===== config.mk =====
export PLATFORM = sky130hd
export DESIGN_NAME = syn_mm_lb_bridge
export DESIGN_NICKNAME = d
export VERILOG_FILES = /design/src/rtl/syn_global_pkg.sv /design/src/rtl/syn_lb_rd_mux.sv /design/src/rtl/syn_mm_lb_bridge.sv
export SDC_FILE = /design/constraint.sdc
export NUM_CORES = 1
export LEC_CHECK = 0
export CORE_ASPECT_RATIO = 1.2
export CORE_MARGIN = 2
export CORE_UTILIZATION = 39
export CTS_CLUSTER_SIZE = 14
export DETAILED_ROUTE_END_ITERATION = 10
export PLACE_DENSITY_LB_ADDON = 0.12
export SYNTH_ARGS = -nofsm -noshare
export SYNTH_HDL_FRONTEND = slang
export SYNTH_SLANG_ARGS = --single-unit

===== constraint.sdc =====
create_clock -name clk -period 2.33 [get_ports clk]
set_input_delay 0.3495 -clock clk [delete_from_list [all_inputs] [get_ports clk]]
set_output_delay 0.3495 -clock clk [all_outputs]
set_load 0.02 [all_outputs]

===== src/rtl/syn_global_pkg.sv =====
// Shared types and constants for the syn_* FPGA-top blocks.
// The bridge state enum and the default local-bus error word live here.
package syn_global_pkg;

  typedef enum logic [1:0] {
    IDLE    = 2'd0,
    RD_WAIT = 2'd1,
    RESP    = 2'd2
  } syn_mm_lb_bridge_st_t;

  localparam logic [31:0] P_LB_ERR_DATA = 32'hDEAD_BEEF;

endpackage


===== src/rtl/syn_lb_rd_mux.sv =====
// N:1 selector over the per-channel local-bus read-valid/read-data pairs.
// An out-of-range select yields valid=0 and data=0.
module syn_lb_rd_mux #(
  parameter int P_NUM_CH = 4,
  parameter int P_DWIDTH = 32,
  parameter int P_SEL_W  = 2
) (
  input  logic [P_SEL_W-1:0]           sel,
  input  logic [P_NUM_CH-1:0]          lb_rd_valid,
  input  logic [P_NUM_CH*P_DWIDTH-1:0] lb_rd_data,
  output logic                         rd_valid,
  output logic [P_DWIDTH-1:0]          rd_data
);

  always_comb begin
    rd_valid = 1'b0;
    rd_data  = '0;
    for (int i = 0; i < P_NUM_CH; i++) begin
      if (sel == P_SEL_W'(i)) begin
        rd_valid = lb_rd_valid[i];
        rd_data  = lb_rd_data[i*P_DWIDTH +: P_DWIDTH];
      end
    end
  end

endmodule


===== src/rtl/syn_mm_lb_bridge.sv =====
// Avalon-MM slave fanned out to P_NUM_CH local-bus channels: one-cycle write
// strobes, a single outstanding read with timeout, and error statistics.
//
// state   | meaning
// IDLE    | accepting commands; writes issue here back-to-back
// RD_WAIT | read strobe issued, waiting for the selected channel's valid
// RESP    | mm_readdatavalid is high this cycle
module syn_mm_lb_bridge
  import syn_global_pkg::*;
#(
  parameter int P_NUM_CH    = 4,
  parameter int P_DWIDTH    = 32,
  parameter int P_CH_AWIDTH = 12,
  parameter int P_SEL_W     = (P_NUM_CH > 1) ? $clog2(P_NUM_CH) : 1,
  parameter int P_TIMEOUT   = 255,
  parameter logic [P_DWIDTH-1:0] P_ERR_DATA = P_DWIDTH'(P_LB_ERR_DATA)
) (
  input  logic                              clk,
  input  logic                              rst,
  input  logic [P_SEL_W+P_CH_AWIDTH+1:0]    mm_addr,
  input  logic                              mm_read,
  input  logic                              mm_write,
  input  logic [P_DWIDTH-1:0]               mm_writedata,
  output logic                              mm_waitrequest,
  output logic [P_DWIDTH-1:0]               mm_readdata,
  output logic                              mm_readdatavalid,
  output logic [P_CH_AWIDTH-1:0]            lb_addr,
  output logic [P_DWIDTH-1:0]               lb_wr_data,
  output logic [P_NUM_CH-1:0]               lb_wr_en,
  output logic [P_NUM_CH-1:0]               lb_rd_en,
  input  logic [P_NUM_CH-1:0]               lb_rd_valid,
  input  logic [P_NUM_CH*P_DWIDTH-1:0]      lb_rd_data,
  input  logic                              stat_clr,
  output logic [7:0]                        stat_timeout_cnt,
  output logic                              stat_err
);

  localparam int AW    = P_SEL_W + P_CH_AWIDTH + 2;
  localparam int SEL_N = 1 << P_SEL_W;
  localparam logic [15:0] TMO_LAST = 16'(P_TIMEOUT - 1);

  syn_mm_lb_bridge_st_t state_q, state_d;
  logic [P_SEL_W-1:0]     sel_q, sel_d;
  logic [15:0]            tmo_cnt_q, tmo_cnt_d;
  logic [P_CH_AWIDTH-1:0] lb_addr_q, lb_addr_d;
  logic [P_DWIDTH-1:0]    lb_wr_data_q, lb_wr_data_d;
  logic [P_NUM_CH-1:0]    lb_wr_en_q, lb_wr_en_d;
  logic [P_NUM_CH-1:0]    lb_rd_en_q, lb_rd_en_d;
  logic [P_DWIDTH-1:0]    rd_data_q, rd_data_d;
  logic                   rd_valid_q, rd_valid_d;
  logic [7:0]             stat_cnt_q, stat_cnt_d, stat_cnt_base;
  logic                   stat_err_q, stat_err_d;

  logic [P_SEL_W-1:0]     cmd_sel;
  logic [P_CH_AWIDTH-1:0] cmd_word;
  logic [SEL_N-1:0]       ch_map, cmd_oh;
  logic                   cmd_mapped;
  logic                   mux_valid;
  logic [P_DWIDTH-1:0]    mux_data;
  logic                   err_evt, tmo_evt;
  logic                   addr_lsb_unused;

  assign cmd_sel         = mm_addr[AW-1:P_CH_AWIDTH+2];
  assign cmd_word        = mm_addr[P_CH_AWIDTH+1:2];
  assign addr_lsb_unused = ^mm_addr[1:0];
  assign cmd_oh          = SEL_N'(1) << cmd_sel;
  assign cmd_mapped      = ch_map[cmd_sel];

  // Select values at or beyond P_NUM_CH have no local-bus slave behind them.
  always_comb begin
    ch_map = '0;
    for (int i = 0; i < SEL_N; i++) ch_map[i] = (i < P_NUM_CH);
  end

  syn_lb_rd_mux #(
    .P_NUM_CH (P_NUM_CH),
    .P_DWIDTH (P_DWIDTH),
    .P_SEL_W  (P_SEL_W)
  ) u_rd_mux (
    .sel         (sel_q),
    .lb_rd_valid (lb_rd_valid),
    .lb_rd_data  (lb_rd_data),
    .rd_valid    (mux_valid),
    .rd_data     (mux_data)
  );

  assign mm_waitrequest = rst | (state_q != IDLE);

  always_comb begin
    state_d      = state_q;
    sel_d        = sel_q;
    tmo_cnt_d    = tmo_cnt_q;
    lb_addr_d    = lb_addr_q;
    lb_wr_data_d = lb_wr_data_q;
    lb_wr_en_d   = '0;
    lb_rd_en_d   = '0;
    rd_data_d    = rd_data_q;
    err_evt      = 1'b0;
    tmo_evt      = 1'b0;

    unique case (state_q)
      IDLE: begin
        // A write wins over a simultaneous read; the read is dropped as an error.
        if (mm_write) begin
          lb_addr_d    = cmd_word;
          lb_wr_data_d = mm_writedata;
          if (cmd_mapped) lb_wr_en_d = cmd_oh[P_NUM_CH-1:0];
          else            err_evt    = 1'b1;
          if (mm_read) err_evt = 1'b1;
        end else if (mm_read) begin
          lb_addr_d = cmd_word;
          sel_d     = cmd_sel;
          tmo_cnt_d = '0;
          if (cmd_mapped) begin
            lb_rd_en_d = cmd_oh[P_NUM_CH-1:0];
            state_d    = RD_WAIT;
          end else begin
            rd_data_d = P_ERR_DATA;
            err_evt   = 1'b1;
            state_d   = RESP;
          end
        end
      end
      RD_WAIT: begin
        if (mux_valid) begin
          rd_data_d = mux_data;
          state_d   = RESP;
        end else if (tmo_cnt_q == TMO_LAST) begin
          rd_data_d = P_ERR_DATA;
          tmo_evt   = 1'b1;
          err_evt   = 1'b1;
          state_d   = RESP;
        end else begin
          tmo_cnt_d = tmo_cnt_q + 16'd1;
        end
      end
      RESP:    state_d = IDLE;
      default: state_d = IDLE;
    endcase

    rd_valid_d = (state_d == RESP);

    // A clear in the same cycle as a new error still leaves the error recorded.
    stat_err_d    = err_evt ? 1'b1 : (stat_clr ? 1'b0 : stat_err_q);
    stat_cnt_base = stat_clr ? 8'd0 : stat_cnt_q;
    stat_cnt_d    = (tmo_evt && stat_cnt_base != 8'hFF) ? stat_cnt_base + 8'd1 : stat_cnt_base;
  end

  always_ff @(posedge clk) begin
    if (rst) begin
      state_q      <= IDLE;
      sel_q        <= '0;
      tmo_cnt_q    <= '0;
      lb_addr_q    <= '0;
      lb_wr_data_q <= '0;
      lb_wr_en_q   <= '0;
      lb_rd_en_q   <= '0;
      rd_data_q    <= '0;
      rd_valid_q   <= 1'b0;
      stat_cnt_q   <= '0;
      stat_err_q   <= 1'b0;
    end else begin
      state_q      <= state_d;
      sel_q        <= sel_d;
      tmo_cnt_q    <= tmo_cnt_d;
      lb_addr_q    <= lb_addr_d;
      lb_wr_data_q <= lb_wr_data_d;
      lb_wr_en_q   <= lb_wr_en_d;
      lb_rd_en_q   <= lb_rd_en_d;
      rd_data_q    <= rd_data_d;
      rd_valid_q   <= rd_valid_d;
      stat_cnt_q   <= stat_cnt_d;
      stat_err_q   <= stat_err_d;
    end
  end

  assign mm_readdata      = rd_data_q;
  assign mm_readdatavalid = rd_valid_q;
  assign lb_addr          = lb_addr_q;
  assign lb_wr_data       = lb_wr_data_q;
  assign lb_wr_en         = lb_wr_en_q;
  assign lb_rd_en         = lb_rd_en_q;
  assign stat_timeout_cnt = stat_cnt_q;
  assign stat_err         = stat_err_q;

endmodule


==> Word-level counts from Yosys, hierarchy flattened <==
Cells that the tools add are included.
{ "totals": {"ff_bits": 114, "input_bits": 185, "out_inout_bits": 95, "elab_cells": 88} }
{ "op_classes": {"add_sub_neg": 2, "order_cmp": 1, "eq_ne": 13, "shift": 1, "n_mux": 42, "bitwise_logic": 4, "reduce_logical": 14} }
{ "ops": {"columns": ["op", "n"], "rows": [
  ["$mux 32", 9],
  ["$mux 16", 4],
  ["$pmux 32 s2", 1],
  ["$pmux 16 s2", 1],
  ["$mux 12", 2],
  ["$add 16x1->16 const B", 1],
  ["$eq 16x8->1 const B", 1],
  ["$mux 8", 2],
  ["$mux 1", 14],
  ["$mux 2", 5],
  ["$ne 2x2->1 const B", 5],
  ["$reduce_and 5->1", 2],
  ["$add 8x1->8 const B", 1],
  ["$ne 8x8->1 const B", 1],
  ["$reduce_bool 2->1", 4],
  ["$eq 2x2->1 const B", 3],
  ["$eq 2x1->1 const B", 2],
  ["$logic_not 2->1", 2],
  ["$mux 4", 1],
  ["$pmux 2 s2", 1],
  ["$reduce_and 2->1", 2],
  ["$reduce_or 4->1", 1],
  ["$shl 1x2->4 const A", 1],
  ["$lt 2x3->1 const B", 1],
  ["other kinds (8)", 10]
]} }

==> Logic depth before layout (Yosys ltp) <==
Gate-level depths: netlist (run 1).
{ "logic_depth": {"word_depth": 9, "mapped_depth": 9, "mapped_depth_nobuf": 7} }

==> Hierarchy <==
From an unflattened synthesis (run 1), not the netlist that was laid out.
{ "hier_totals": {"cells_unflattened": 597, "hier_area_um2": 5426.5} }
{ "modules_own_cells": {"columns": ["module", "instances", "cells_per_inst", "area_each_um2", "seq_area_each_um2"], "rows": [
  ["syn_mm_lb_bridge", 1, 556, 4581.9, 2282.2],
  ["syn_lb_rd_mux", 1, 41, 844.6, 0.0]
]} }

==> Least setup slack after synthesis (run 1) <==
Ideal clock, no wire load.
{ "synth_path": {"kind": "input to register", "start": "in stat_clr", "end": "reg stat_cnt_q[2] (netlist: stat_timeout_cnt[2])", "setup_time_ns": 0.060, "arrival_time_ns": 2.028, "t_required_ns": 2.270, "path_slack_ns": 0.242, "cell_stages": 8, "path_buffers": 1, "path_cell_list": "clkbuf_1 nor2b_1 ha_1 nand3_1 nor3_1 nor3_2 a2111oi_0 a31o_1"} }
{ "synth_via": {"elab_chain_cells": 4, "word_cells_on_any_way": 5, "cone_classes": "add/sub: 1; eq/ne: 1; mux: 2; reduce/logical: 1"} }
{ "synth_rtl": {"columns": ["item", "line_no", "rtl"], "rows": [
  ["start: declaration", "syn_mm_lb_bridge.sv:33", "input logic stat_clr,"],
  ["$mux 8 *", "syn_mm_lb_bridge.sv:145", "stat_cnt_base = stat_clr ? 8'd0 : stat_cnt_q;"],
  ["parallel branches: the longest is 2 deep, another holds $add 8x1->8", null, null],
  ["$mux 8 *", "syn_mm_lb_bridge.sv:146", "stat_cnt_d = (tmo_evt && stat_cnt_base != 8'hFF) ? stat_cnt_base + 8'd1 : stat_cnt_base;"],
  ["end signal: assignment", "syn_mm_lb_bridge.sv:172", "stat_cnt_q <= stat_cnt_d;"],
  ["end: declaration", "syn_mm_lb_bridge.sv:51", "logic [7:0] stat_cnt_q, stat_cnt_d, stat_cnt_base;"]
]} }
Mark *: on every way between the ends.
A chain may end at the register's enable or synchronous reset.

==> Final worst setup path (run 1) <==
{ "layout_path": {"start": "reg state_q[0]", "end": "out mm_waitrequest"} }
{ "layout_via": {"elab_chain_cells": 2} }
{ "layout_rtl": {"columns": ["item", "line_no", "rtl"], "rows": [
  ["start: declaration", "syn_mm_lb_bridge.sv:42", "syn_mm_lb_bridge_st_t state_q, state_d;"],
  ["start signal: assignment", "syn_mm_lb_bridge.sv:163", "state_q <= state_d;"],
  ["$reduce_bool 2->1", "syn_mm_lb_bridge.sv:87", "assign mm_waitrequest = rst | (state_q != IDLE);"],
  ["$or 1x1->1", "syn_mm_lb_bridge.sv:87", null],
  ["end: declaration", "syn_mm_lb_bridge.sv:24", "output logic mm_waitrequest,"]
]} }
No other way between the ends.

==> reports/metrics.yaml, run 1 <==
place:
  io_buffer_count: 277
  routabilityCongestion: 0.861
  hpwl_um: 13000
die:
  ios: 280
  num_rows: 45
  dieArea_mm2: 0.0140
  core-area_mm2: 0.0127
  die_y_um: 129
  start_util_pct: 40.1
  die_x_um: 108
finish:
  multi_input_area_mm2: 0.00265
  diodes: 0
  area_growth_pct: 71.4
  final_cell_mix: "276 x clkdlybuf4s50_1, 113 x dfxtp_1, 104 x nand2_1"
  ff_latch_area_mm2: 0.00228
  drive_gt1_share_pct: 12.1
  finish.utilization_pct: 68.8
  final_common_cell: "clkdlybuf4s50_1"
  fin_nets: 1035
  num-fill-cells: 1025
sta:
  worst_pin_slew_ns: 0.633
  slew_viol_final: 0
  fmax_mhz: 473
  report.final.setup_viol: 0
  period_share_pct: 90.7
  timing_hold_violations_final: 0
  maxSlewHeadroom_pct: 57.7
  fin_skew_ns: 0.00703
  period_minus_slack_ns: 2.11
  rsz0062_at_grt: "no"
  worst_hold_slack_ns: 0.443
clocking:
  cts.clk_slew.worst_paths_ns: 0.06
  cts_sinks: 114
  cts_tree: "done"
  numCtsBuffers: 17
  clockBufferDepth: 2
  postCtsSetupRepairBufs: 0
  ctsHoldBuffers: 0
  htreeDepth: 4
  cts_root_buf: "clkbuf_16"
  clock_latency_ns: 0.41
worst_hold_path:
  min_path_type: "in -> reg"
setup_path:
  required_ns: 1.98
  path_class: "reg -> out"
  cp_slowest_stage_delay_ns: 0.56
  crit_arrival_ns: 1.76
  crit_slowest_cell: "clkdlybuf4s50_1"
  cp-start-kind: "flip-flop"
  crit_chain: "or3_1 > clkdlybuf4s50_1"
  end_kind: "primary output"
  worst-path-max-fanout: 6
power:
  p_clk_share_pct: 45.0
  power.density_mw_per_mm2: 647
  p_total_w: 0.00564
  p_int_w: 0.00420
  p_leak_nw: 3.14
  p_sw_w: 0.00143
  combPwrFrac_pct: 18.0
  seqPwrFrac_pct: 37.0
  p_sw_share_pct: 25.4
  peakVddDrop_mv: 0.363
yosys:
  synth_nets: 751
  ys_seq_elements: 114
  syn_area_per_cell_um2: 9.03
  synthDistinctLibCells: 47
  netlist_area_mm2: 0.00508
  ys_warn_count: 0
  synthCells: 563
  seq_area_frac_synth_pct: 44.9
global_route:
  overflow: 0
  grt_max_degree: 54
  antenna_found_initial: 0
  grt_pass1_vias: 5308
  track_usage_pct: 24.0
  grt_pass1_wl_um: 25700
drt:
  vias: 5230
  wirelength_um: 16900
  avgViaCountPerCell: 5.11
  drtIter0Drc: 275
  ant_nets: 0
  dr.pass1.iters: 5
  drc_errors: 0
  wire_per_inst_um: 16.5
flow_run:
  maxCapViolations: 0
run_status:
  status: "finished clean"
==> cells in the mapped netlist, drive strengths merged <==
library cell	instances	area (um2)
a22oi	8	60.1
nor3b	1	7.51
and4	2	17.5
mux4	33	743
o2111ai	1	8.76
clkbuf	29	109
nor3	33	170
buf	9	48.8
nor4bb	1	10.0
or2	1	6.26
nand4	8	50.1
or3	4	25.0
nor2	89	334
xnor2	7	61.3
and3	1	6.26
nor2b	6	37.5
ha	3	37.5
inv	4	15.0
or3b	1	8.76
nand3	10	50.1
o21ai	6	45.1
a2111oi	1	8.76
or4	4	30.0
o31ai	1	7.51
a31o	1	8.76
a221oi	1	8.76
o211ai	6	55.1
xor2	7	61.3
nor4	5	31.3
o21bai	2	15.0
nand2	104	390
nand2b	4	32.5
and2	1	6.26
mux2i	1	10.0
nor4b	1	8.76
a21oi	50	254
dfxtp	114	2280
nand3b	2	15.0
a21o	1	7.51
==> metrics by stage <==
stage | TNS (ns) | area (um2) | std cells | setup WS, ns
after detailed placement | -3.00 | 8120 | 992 | -0.155
after global routing | 0 | 8710 | 1024 | 0.0943
after global placement | -1.04 | 8120 | 992 | -0.0549
final | 0 | 8710 | 1024 | 0.218
after CTS | 0 | 8710 | 1024 | 0.138
after floorplan | 0 | 5080 | 563 | 0.242
==> layer usage <==
layer	GRT usage (%)	share of wire, %	vias up
met5	0	0	-
met4	10.2	2.5	0
met3	6.29	7.5	25
met2	45.9	55	217
met1	24.2	35	2447
li1	-	-	2541
==> sequential cells by signal, indices dropped and copies added (netlist names) <==
name,count
stat_timeout_cnt,8
sel_q,2
tmo_cnt_q,16
stat_err,1
lb_wr_en,4
state_q,2
lb_rd_en,4
lb_wr_data,32
mm_readdatavalid,1
mm_readdata,32
lb_addr,12
==> cell families after synthesis <==
family,after synthesis,synth area share [%]
adder cells (fa/ha/maj),3,0.738
AO/OA/AOI/OAI,78,9.42
XOR/XNOR,14,2.41
buffers and inverters,42,3.40
flip-flops,114,44.9
AND/OR/NAND/NOR,278,24.3
multiplexers,34,14.8
==> critical path, delay by kind of cell, from the launching register on <==
kind | cells | cell delay, ns
flops | 1 | 0.36
buf+inv | 1 | 0.56
simple gates | 1 | 0.43
==> repair_timing <==
item | 4_1_cts | 5_1_grt
gates resized for setup | 1 | 1
setup endpoints to repair | 24 | 32
pin swaps | 0 | 1
==> final timing paths <==
kind,to,slack (ns),cells after the start,from
setup reg to reg,mm_readdata[22],0.24,7,tmo_cnt_q[1]
hold reg to reg,lb_addr[8],0.45,2,lb_addr[8]
hold / removal,tmo_cnt_q[5],0.44,3,rst
setup / recovery,mm_waitrequest,0.22,2,state_q[0]
==> area by class of cell <==
class	count	area share (%)
flip-flops and latches	114	26.2
inverters	4	0.172
repair buffers	303	34.2
multi-input cells	407	30.4
clock inverters	15	1.82
clock buffers	17	4.88
well taps	164	2.35
==> power by group through the flow <==
stage	combinational (W)	sequential, W	clock (W)
floorplan	0.000345	0.00222	0
global placement	0.00100	0.00212	0
detailed placement	0.00102	0.00213	0
CTS	0.00102	0.00209	0.00258
global route	0.00109	0.00210	0.00268
finish	0.00101	0.00209	0.00254
No activity file was read; power rests on OpenSTA's default activity.
==> inputs of run 2 (changes only) <==
--- a/config.mk
+++ b/config.mk
@@ -5,6 +5,7 @@
 export SDC_FILE = /design/constraint.sdc
 export NUM_CORES = 1
 export LEC_CHECK = 0
+export ABC_CLOCK_PERIOD_IN_PS = 2330
 export CORE_ASPECT_RATIO = 1.2
 export CORE_MARGIN = 2
 export CORE_UTILIZATION = 39
==> results of run 2 <==
The final DEF is identical to that of run 1; final timing and power are the same.
==> inputs of run 3 (changes only) <==
--- a/config.mk
+++ b/config.mk
@@ -8,10 +8,12 @@
 export ABC_CLOCK_PERIOD_IN_PS = 2330
 export CORE_ASPECT_RATIO = 1.2
 export CORE_MARGIN = 2
-export CORE_UTILIZATION = 39
+export CORE_UTILIZATION = 40
 export CTS_CLUSTER_SIZE = 14
 export DETAILED_ROUTE_END_ITERATION = 10
+export GPL_ROUTABILITY_DRIVEN = 0
 export PLACE_DENSITY_LB_ADDON = 0.12
 export SYNTH_ARGS = -nofsm -noshare
 export SYNTH_HDL_FRONTEND = slang
+export SYNTH_HIERARCHICAL = 1
 export SYNTH_SLANG_ARGS = --single-unit
==> run 3 against run 2 <==
Compared with the run above: worst hold slack better by 0.0083 ns; cell count up 3.9%; routed wire length up 11%; total power down 1.3%; critical path depth up 3; fmax down 7.3%; clock-buffer cell count up 4; non-clock buffer count up 7; largest power group unchanged; highest routed layer unchanged.
==> reports/metrics.yaml, run 3 <==
drt:
  routed.top_layer: "met4"
  wl_met3_um: 1210  # -3.7%
  drc_errors: 0  # unchanged
  dr.pass1.iters: 5  # unchanged
  avgViaCountPerCell: 5.34  # +4.6%
  vias: 5686  # +8.7%
  wirelength_um: 18700  # +11%
  drtIter0Drc: 350  # +27%
  wl_met1_um: 6730  # +13%
  wire_per_inst_um: 17.6  # +7.0%
  wl_met2_um: 10300  # +13%
  ant_nets: 0  # unchanged
yosys:
  yosys-top-cells-count: "114 x dfxtp_1, 106 x nand2_1, 51 x a21oi_1"
  synthDistinctLibCells: 46  # -2.1%
  ys_warn_count: 6  # +6
  synth_top_area_share_pct: 42.1  # -2.8 points
  yosysTopAreaCell: "dfxtp_1"
  syn_area_per_cell_um2: 9.09  # +0.64%
  ys_seq_elements: 114  # unchanged
  async_reset_ff_share_pct: 0  # unchanged
  netlist_area_mm2: 0.00543  # +6.7%
  seq_area_frac_synth_pct: 42.1  # -2.8 points
  post-synth-top-count-cell: "dfxtp_1"
  synthCells: 597  # +6.0%
  yosys_most_used_dff: "dfxtp_1"
  synth.area.top_cells: "dfxtp_1 42%, mux4_2 12%, nand2_1 7.3%"
  synth_nets: 785  # +4.5%
  synth-edff-count: 0  # unchanged
global_route:
  antenna_found_initial: 0  # unchanged
  grt_max_degree: 68  # +26%
  track_usage_pct: 26.4  # +2.4 points
  grt_pass1_vias: 5805  # +9.4%
  grt_pass1_wl_um: 29500  # +15%
  overflow: 0  # unchanged
sta:
  period_share_pct: 97.8  # +7.1 points
  fin_skew_ns: 0.00607  # -0.000960 ns
  setup-tns-final_ns: 0  # unchanged
  maxSlewHeadroom_pct: 53.5  # -4.2 points
  slew_viol_final: 0  # unchanged
  timing_hold_violations_final: 0  # unchanged
  report.final.setup_viol: 0  # unchanged
  worst_slack_ns: 0.0516  # -0.166 ns
  fmax_mhz: 439  # -7.3%
  period_minus_slack_ns: 2.28  # +0.166 ns
  worst_pin_slew_ns: 0.697  # +0.0641 ns
setup_path:
  crit_slowest_cell: "or4_4"
  path_class: "reg -> reg"
  cp-start-kind: "flip-flop"
  cpMostUsedCell: "or4_4"
  worst-path-max-fanout: 11  # +5
  crit_arrival_ns: 2.55  # +0.79 ns
  end_kind: "flip-flop"
  crit_chain: "or4_4 > or4_4 > buf_4 > o41ai_1 > mux2i_1"
  cp_slowest_stage_delay_ns: 0.61  # +0.05 ns
  required_ns: 2.60  # +0.62 ns
clocking:
  clockBufferDepth: 2  # unchanged
  numCtsBuffers: 17  # unchanged
  htreeDepth: 4  # unchanged
  cts_tree: "done"
  cts_root_buf: "clkbuf_16"
  clock_latency_ns: 0.41  # about the same
  ctsHoldBuffers: 0  # unchanged
  cts.clk_slew.worst_paths_ns: 0.05  # about the same
  cts_sinks: 114  # unchanged
finish:
  ff_latch_area_mm2: 0.00228  # unchanged
  drive_gt1_share_pct: 11.4  # -0.71 points
  final_common_cell: "clkdlybuf4s50_1"
  fin_nets: 1071  # +3.5%
  multi_input_area_mm2: 0.00281  # +6.0%
  final_cell_mix: "276 x clkdlybuf4s50_1, 113 x dfxtp_1, 106 x nand2_1"
  area_growth_pct: 66.7
  diodes: 0  # unchanged
  stdcell_count: 1064  # +3.9%
  num-fill-cells: 1066  # +4.0%
place:
  hpwl_um: 14400  # +11%
  dp_cells: 1031  # +3.9%
  pre_cts_ws_ns: -0.257  # -0.103 ns
  io_buffer_count: 277  # unchanged
die:
  start_util_pct: 41.0  # +0.85 points
  die_x_um: 110  # +1.9%
  dieArea_mm2: 0.0145  # +3.9%
  die_y_um: 132  # +1.9%
  ios: 280  # unchanged
  core-area_mm2: 0.0132  # +4.5%
  num_rows: 46  # +2.2%
power:
  peakVddDrop_mv: 0.589  # +62%
  p_leak_nw: 3.18  # +1.1%
  power.density_mw_per_mm2: 615  # -4.9%
flow_run:
  maxCapViolations: 0  # unchanged
worst_hold_path:
  min_path_type: "reg -> reg"
run_status:
  status: "finished clean"
-- run 3: cell types whose count changed in the layout (fill, tap and decap cells not counted), moves of 5 or more --
cell / previous run / this run
xnor2_1: 7 / 0
xor2_1: 7 / 0
inv_1: 4 / 32
nand3b_1: 2 / 11
nor3_1: 32 / 7
a22oi_1: 8 / 0
a31oi_1: 0 / 18
clkinv_4: 5 / 0
o21ai_0: 4 / 17
nor2_1: 89 / 36
nand2b_1: 3 / 11
a211oi_1: 0 / 24
-- run 3: area by class of cell --
class,instances,share of cell area [%]
Timing Repair Buffer,310,33.8
Multi-Input combinational cell,408,31.0
Sequential cell,114,25.2
Clock buffer,21,4.98
Tap cell,168,2.32
Inverter,32,1.33
Clock inverter,11,1.25
-- run 3: power by group --
| group | internal [W] | leakage [nW] | switching [W] | total (W) |
|---|---|---|---|---|
| Sequential | 0.00204 | 0.930 | 0.0000475 | 0.00209 |
| Combinational | 0.000583 | 1.97 | 0.000424 | 0.00101 |
| Clock | 0.00159 | 0.272 | 0.000885 | 0.00247 |
| Total | 0.00421 | 3.18 | 0.00136 | 0.00556 |
-- run 3: critical path: cells and delay by family (launching register included) --
kind | cells | cell delay [ns]
buf+inv | 1 | 0.18
compound gates | 1 | 0.34
flops | 1 | 0.32
simple gates | 2 | 1.15
mux | 1 | 0.14
-- run 3: repair_timing --
item,CTS,global route
buffers inserted,0,1
setup endpoints to repair,0,9
resized for setup,0,3
-- run 3: cells by family (layout without fill, tap and decap cells) --
kind of cell,count (synthesis),count (layout),synth area share [%]
compound gates,137,137,15.5
fa+ha+maj,3,3,0.692
buf+inv,75,374,6.48
flops,114,114,42.1
mux,35,35,14.3
simple gates,233,233,20.9
-- run 3: final timing paths --
check,cells after the start,start,end,slack [ns]
worst min-delay path,2,mm_readdata[27],mm_readdata[27],0.45
worst max register to register,5,tmo_cnt_q[15],stat_timeout_cnt[6],0.05
worst max-delay path,5,tmo_cnt_q[15],stat_timeout_cnt[6],0.05
worst min register to register,2,mm_readdata[27],mm_readdata[27],0.45
-- run 3: routing by layer --
layer | track usage, % | vias up
met5 | 0 | -
met4 | 9.58 | 0
met3 | 7.24 | 32
met2 | 48.0 | 219
met1 | 28.4 | 2705
li1 | - | 2730
-- run 3: per-stage QoR --
stage               util [%]  power [W]  hold WS, ns  area, um2
finish                  68.3    0.00556        0.452       9040
floorplan                  -    0.00255        0.426       5430
CTS                     68.2    0.00560        0.446       9030
global route            68.3    0.00577        0.468       9040
detailed placement      63.9    0.00313        0.445       8460
global placement        63.9    0.00311        0.442       8460
